`src/rtl/reg_load_arbiter_if.sv`:
```
// Handshake and register-load bus shared by the two requesters, the arbiter
// and the operand register bank.
interface reg_load_arbiter_if #(
    parameter int DATA_W   = 16,
    parameter int NUM_REGS = 4,
    parameter int ADDR_W   = 2
);
    logic                req0_valid;
    logic [ADDR_W-1:0]   req0_addr;
    logic [DATA_W-1:0]   req0_data;
    logic                req0_ready;
    logic                req1_valid;
    logic [ADDR_W-1:0]   req1_addr;
    logic [DATA_W-1:0]   req1_data;
    logic                req1_ready;
    logic [NUM_REGS-1:0] load;
    logic [DATA_W-1:0]   data_out;
    logic                busy;
    logic                addr_err;

    modport master (
        output req0_valid, req0_addr, req0_data,
        output req1_valid, req1_addr, req1_data,
        input  req0_ready, req1_ready,
        input  load, data_out, busy, addr_err
    );

    modport slave (
        input  req0_valid, req0_addr, req0_data,
        input  req1_valid, req1_addr, req1_data,
        output req0_ready, req1_ready,
        output load, data_out, busy, addr_err
    );
endinterface

```
`src/rtl/reg_load_arbiter.sv`:
```
// Round-robin arbiter between two requesters sharing one register load path;
// every grant produces LOAD then GAP, so at most one transfer per 3 cycles.
module reg_load_arbiter #(
    parameter int DATA_W   = 16,
    parameter int NUM_REGS = 4,
    parameter int ADDR_W   = 2
) (
    input  logic            clk,
    input  logic            rst_n,
    reg_load_arbiter_if.slave bus
);

    typedef enum logic [1:0] {IDLE, LOAD, GAP} StateT;

    StateT               state;
    StateT               stateNext;
    logic                lastGrant;
    logic                lastGrantNext;
    logic                anyValid;
    logic                grant0;
    logic [ADDR_W-1:0]   winAddr;
    logic [DATA_W-1:0]   winData;
    logic [NUM_REGS-1:0] addrDecode;
    logic                inRange;

    logic [NUM_REGS-1:0] loadReg,   loadNext;
    logic [DATA_W-1:0]   dataReg,   dataNext;
    logic                ready0Reg, ready0Next;
    logic                ready1Reg, ready1Next;
    logic                busyReg,   busyNext;
    logic                errReg,    errNext;

    // State, grant history and every output are registered together, so a
    // grant decided at an IDLE edge is visible as the LOAD cycle right after.
    always_ff @(posedge clk) begin
        if (!rst_n) begin
            state     <= IDLE;
            lastGrant <= 1'b1;
            loadReg   <= '0;
            dataReg   <= '0;
            ready0Reg <= 1'b0;
            ready1Reg <= 1'b0;
            busyReg   <= 1'b0;
            errReg    <= 1'b0;
        end else begin
            state     <= stateNext;
            lastGrant <= lastGrantNext;
            loadReg   <= loadNext;
            dataReg   <= dataNext;
            ready0Reg <= ready0Next;
            ready1Reg <= ready1Next;
            busyReg   <= busyNext;
            errReg    <= errNext;
        end
    end

    // lastGrant high means requester 1 was served last, so requester 0 wins a tie.
    always_comb begin
        anyValid  = bus.req0_valid || bus.req1_valid;
        grant0    = bus.req0_valid && (!bus.req1_valid || lastGrant);
        stateNext = state;
        case (state)
            IDLE:    if (anyValid) stateNext = LOAD;
            LOAD:    stateNext = GAP;
            GAP:     stateNext = IDLE;
            default: stateNext = IDLE;
        endcase
    end

    always_comb begin
        winAddr    = grant0 ? bus.req0_addr : bus.req1_addr;
        winData    = grant0 ? bus.req0_data : bus.req1_data;
        addrDecode = '0;
        inRange    = 1'b0;
        for (int i = 0; i < NUM_REGS; i++) begin
            if (winAddr == ADDR_W'(i)) begin
                addrDecode[i] = 1'b1;
                inRange       = 1'b1;
            end
        end

        loadNext      = '0;
        dataNext      = dataReg;
        ready0Next    = 1'b0;
        ready1Next    = 1'b0;
        errNext       = 1'b0;
        lastGrantNext = lastGrant;
        busyNext      = (stateNext != IDLE);

        // An out-of-range address still completes the handshake, just without a strobe.
        if (state == IDLE && anyValid) begin
            loadNext      = addrDecode;
            errNext       = !inRange;
            dataNext      = winData;
            ready0Next    = grant0;
            ready1Next    = !grant0;
            lastGrantNext = !grant0;
        end
    end

    assign bus.load       = loadReg;
    assign bus.data_out   = dataReg;
    assign bus.req0_ready = ready0Reg;
    assign bus.req1_ready = ready1Reg;
    assign bus.busy       = busyReg;
    assign bus.addr_err   = errReg;

endmodule

```
`src/flat_wrapper.sv`:
```
// flat-port wrapper written by rule: the top's interface ports become plain ports
module reg_load_arbiter_flat 
#(
    parameter int DATA_W   = 16,
    parameter int NUM_REGS = 4,
    parameter int ADDR_W   = 2
)
  (clk, rst_n, bus_req0_valid, bus_req0_addr, bus_req0_data, bus_req1_valid, bus_req1_addr, bus_req1_data, bus_req0_ready, bus_req1_ready, bus_load, bus_data_out, bus_busy, bus_addr_err);
  reg_load_arbiter_if #(.DATA_W(DATA_W), .NUM_REGS(NUM_REGS), .ADDR_W(ADDR_W)) bus_i ();
  input  logic clk;
  input  logic rst_n;
  input wire logic [$bits(bus_i.req0_valid)-1:0] bus_req0_valid;
  input wire logic [$bits(bus_i.req0_addr)-1:0] bus_req0_addr;
  input wire logic [$bits(bus_i.req0_data)-1:0] bus_req0_data;
  input wire logic [$bits(bus_i.req1_valid)-1:0] bus_req1_valid;
  input wire logic [$bits(bus_i.req1_addr)-1:0] bus_req1_addr;
  input wire logic [$bits(bus_i.req1_data)-1:0] bus_req1_data;
  output wire logic [$bits(bus_i.req0_ready)-1:0] bus_req0_ready;
  output wire logic [$bits(bus_i.req1_ready)-1:0] bus_req1_ready;
  output wire logic [$bits(bus_i.load)-1:0] bus_load;
  output wire logic [$bits(bus_i.data_out)-1:0] bus_data_out;
  output wire logic [$bits(bus_i.busy)-1:0] bus_busy;
  output wire logic [$bits(bus_i.addr_err)-1:0] bus_addr_err;
  assign bus_i.req0_valid = bus_req0_valid;
  assign bus_i.req0_addr = bus_req0_addr;
  assign bus_i.req0_data = bus_req0_data;
  assign bus_i.req1_valid = bus_req1_valid;
  assign bus_i.req1_addr = bus_req1_addr;
  assign bus_i.req1_data = bus_req1_data;
  assign bus_req0_ready = bus_i.req0_ready;
  assign bus_req1_ready = bus_i.req1_ready;
  assign bus_load = bus_i.load;
  assign bus_data_out = bus_i.data_out;
  assign bus_busy = bus_i.busy;
  assign bus_addr_err = bus_i.addr_err;
  reg_load_arbiter #(.DATA_W(DATA_W), .NUM_REGS(NUM_REGS), .ADDR_W(ADDR_W)) u_core (.clk(clk), .rst_n(rst_n), .bus(bus_i));
endmodule
```
`config.mk`:
```
export PLATFORM = sky130hd
export DESIGN_NAME = reg_load_arbiter_flat
export DESIGN_NICKNAME = d
export VERILOG_FILES = /design/src/rtl/reg_load_arbiter_if.sv /design/src/rtl/reg_load_arbiter.sv /design/src/flat_wrapper.sv
export SDC_FILE = /design/constraint.sdc
export NUM_CORES = 1
export LEC_CHECK = 0
export CORE_MARGIN = 2
export CORE_UTILIZATION = 37
export CTS_BUF_LIST = sky130_fd_sc_hd__clkbuf_4
export DETAILED_ROUTE_END_ITERATION = 16
export PLACE_DENSITY_LB_ADDON = 0.15
export RECOVER_POWER = 100
export SLEW_MARGIN = 20
export SYNTH_ARGS = -nofsm -noshare
export SYNTH_HDL_FRONTEND = slang
export SYNTH_SLANG_ARGS = --single-unit
```
`constraint.sdc`:
```
create_clock -name clk -period 1.4 [get_ports clk]
set_input_delay 0.35 -clock clk [delete_from_list [all_inputs] [get_ports clk]]
set_output_delay 0.35 -clock clk [all_outputs]
set_load 0.01 [all_outputs]
```
==> impl_metrics.tcl <==
set metrics [dict create \
    status "finished clean" \
    holdPathStages 2 \
    firstDrtPassIters 4 \
    period_share 0.9714 \
    grt_pass1_vias 1350 \
    worstPathCellList "o21bai_4, or2_4, buf_8, o311a_1" \
    cp-end-kind "register" \
    synth_area_mm2 0.001315 \
    antenna_found_initial 0 \
    vias_per_cell 5.260 \
    first_iter_violations 73 \
    synth_edf_count 0 \
    dieArea_mm2 0.004047 \
    crit_cells 4 \
    cts.reportedPaths.clkPinSlew_ns 0.15 \
    synthFlopType "dfxtp_1" \
    fmax_ghz 0.7353 \
    drv_cap 0 \
    synthToLayoutAreaGrowth_pct 54.04 \
    route.detailed.drc 0 \
    worst-endpoint-required_ns 1.62 \
    vdd_drop_max_v 0.0003855 \
    n_antenna_cell 0 \
    nNetsFinal 241 \
    globalplace.congestion 0.7562 \
    crit_path_start_kind "register" \
    powerDensity_mw_per_mm2 876.0 \
    place_ws_ns -0.4761 \
    ys_seq_area_frac 0.4110 \
    timing_hold_violations_final 0 \
    ctsHoldBuffers 0 \
    wl_per_cell_um 15.00 \
    critPathTopFamily "compound AO/OA/AOI/OAI gates" \
    path_class "reg -> reg" \
    slew_viol_final 0 \
    async_flop_share 0 \
    postPlaceCellArea_mm2 0.002019 \
    die_y_um 63.62 \
    avgSynthCellArea_um2 9.529 \
    worst-path-buf-inv 1 \
    fin_setup_tns_ns 0 \
    cts_max_level 1 \
    synth-seq-cells 27 \
    final_area_mm2 0.002026 \
    yosysUniqueCellTypes 27 \
    drive_gt1_frac 0.1000 \
    cts_tree "done" \
    grt_pass1_wl_um 6189 \
    path_max_fanout 10 \
    worstPathArrival_ns 1.58 \
    yosysMostFrequentCell "dfxtp_1" \
    r2r_cells 4 \
    synth.top_cells.by_area "dfxtp_1 (41%), o311a_1 (12%), a21boi_0 (9.1%)" \
    cts_root_buf "clkbuf_4" \
    synth_commonest_cells "dfxtp_1 (27), a21boi_0 (16), and3_1 (16), o21bai_1 (16), o311a_1 (16)" \
    clockBufferDepth 2 \
    clock_sinks 27 \
    setup_viol 0 \
    skew_ns 0.008960 \
    vias 1294 \
    worst_slack_ns 0.04009 \
    postRouteAntennaNets 0 \
    rsz0062_at_grt "true" \
    hp-class "reg -> reg" \
    critPathMaxStageDelay_ns 0.35 \
    synth_fp_nets 178 \
    leakage_nw 0.9628 \
    start_util 0.3910 \
    ios 64 \
    drt-total-wl_um 3689 \
    netlist.area_leader.share 0.4110 \
    die_x_um 63.62 \
    yosysWarnings 0 \
    hpwl_um 2687 \
    numCtsBuffers 3 \
    grt_overflow 0 \
    numPortBuffers 63 \
    rows 21 \
    grt_max_degree 43 \
    slowest_stage "dfxtp_2" \
    post-cts-setup-buffers 0 \
    period_needed_ns 1.360 \
    clock_latency_ns 0.33 \
    core_area_mm2 0.003363 \
    syn-instance-count 138 \
    grt_use_total 0.1887 \
    yosysTopAreaCell "dfxtp_1" \
]
==> metrics by stage <==
stage                     instances  power, W  hold WS (ns)  utilization
final                           246  0.001775        0.5148       0.6023
after global routing            246  0.001870        0.5566       0.6023
after CTS                       246  0.001795        0.5195       0.6004
after detailed placement        242  0.001492        0.4967       0.6004
after global placement          242  0.001479        0.4888       0.6004
after floorplan                 138  0.001180        0.4584            -
==> registers in the layout, summed over array words and instances, names as in the netlist <==
register	cells
u_core.state	2
u_core.bus.req1_ready	1
u_core.bus.load	4
u_core.bus.req0_ready	1
u_core.bus.addr_err	1
u_core.lastGrant	1
u_core.bus.busy	1
u_core.bus.data_out	16
==> layout make-up <==
type,instances,area (um2)
multi-input combinational,90,675.6
clock buffer,3,22.52
sequential,27,541.8
fill,341,1338
inverter,4,15.01
timing repair buffer,75,708.2
tap,46,57.56
clock inverter,1,5.005
==> final timing paths <==
check                  start                endpoint  slack (ns)
max reg2reg  u_core.state[0]  u_core.bus.data_out[0]        0.04
min          u_core.state[0]         u_core.state[1]        0.51
max          u_core.state[0]  u_core.bus.data_out[0]        0.04
min reg2reg  u_core.state[0]         u_core.state[1]        0.51
==> cells by family after synthesis <==
kind of cell / after synthesis / share of synthesized area
compound gates: 59 / 0.3701
buf+inv: 21 / 0.07706
flops: 27 / 0.4110
other cells: 1 / 0.002852
simple gates: 30 / 0.1389
==> tightest hold or removal path: stages, from the launching register on <==
cell and delay [ns]:
dfxtp_2 0.35, nand3b_1 0.10, inv_1 0.04
==> layout by cell type, fill, tap and decap left out <==
cell,n
clkdlybuf4s50_1,37
dlygate4sd2_1,26
dfxtp_1,26
a21boi_0,16
and3_1,16
o21bai_1,16
o311a_1,16
buf_4,10
a211o_1,4
a21oi_1,4
nor2_1,3
inv_1,3
clkbuf_4,3
nand2_1,2
nand4b_1,2
nand2b_1,1
o21bai_4,1
or3b_1,1
nand3_1,1
inv_2,1
or2_4,1
nand3b_1,1
and2_1,1
o21ai_0,1
o211ai_1,1
nand4_1,1
clkinv_2,1
buf_8,1
buf_12,1
conb_1,1
dfxtp_2,1
==> repair_timing <==
action,CTS,global route
resized for setup,28,2
hold endpoints to repair,0,0
endpoints found under the setup margin,44,9
pin swaps,0,2
==> per-layer routing <==
metal  global-route usage  vias to the layer above  part of all wire
li1                     -                      644                 -
met1               0.2409                      615              0.45
met2               0.3303                       33              0.50
met3              0.02679                        2             0.045
met4              0.05163                        0            0.0046
met5                    0                        -                 0
==> power by group <==
part / switching, W / internal [W]
registers: 0.0000335 / 0.000844
clock network: 0.000233 / 0.000107
logic: 0.000235 / 0.000322
Power figures use the tool's default switching activity.
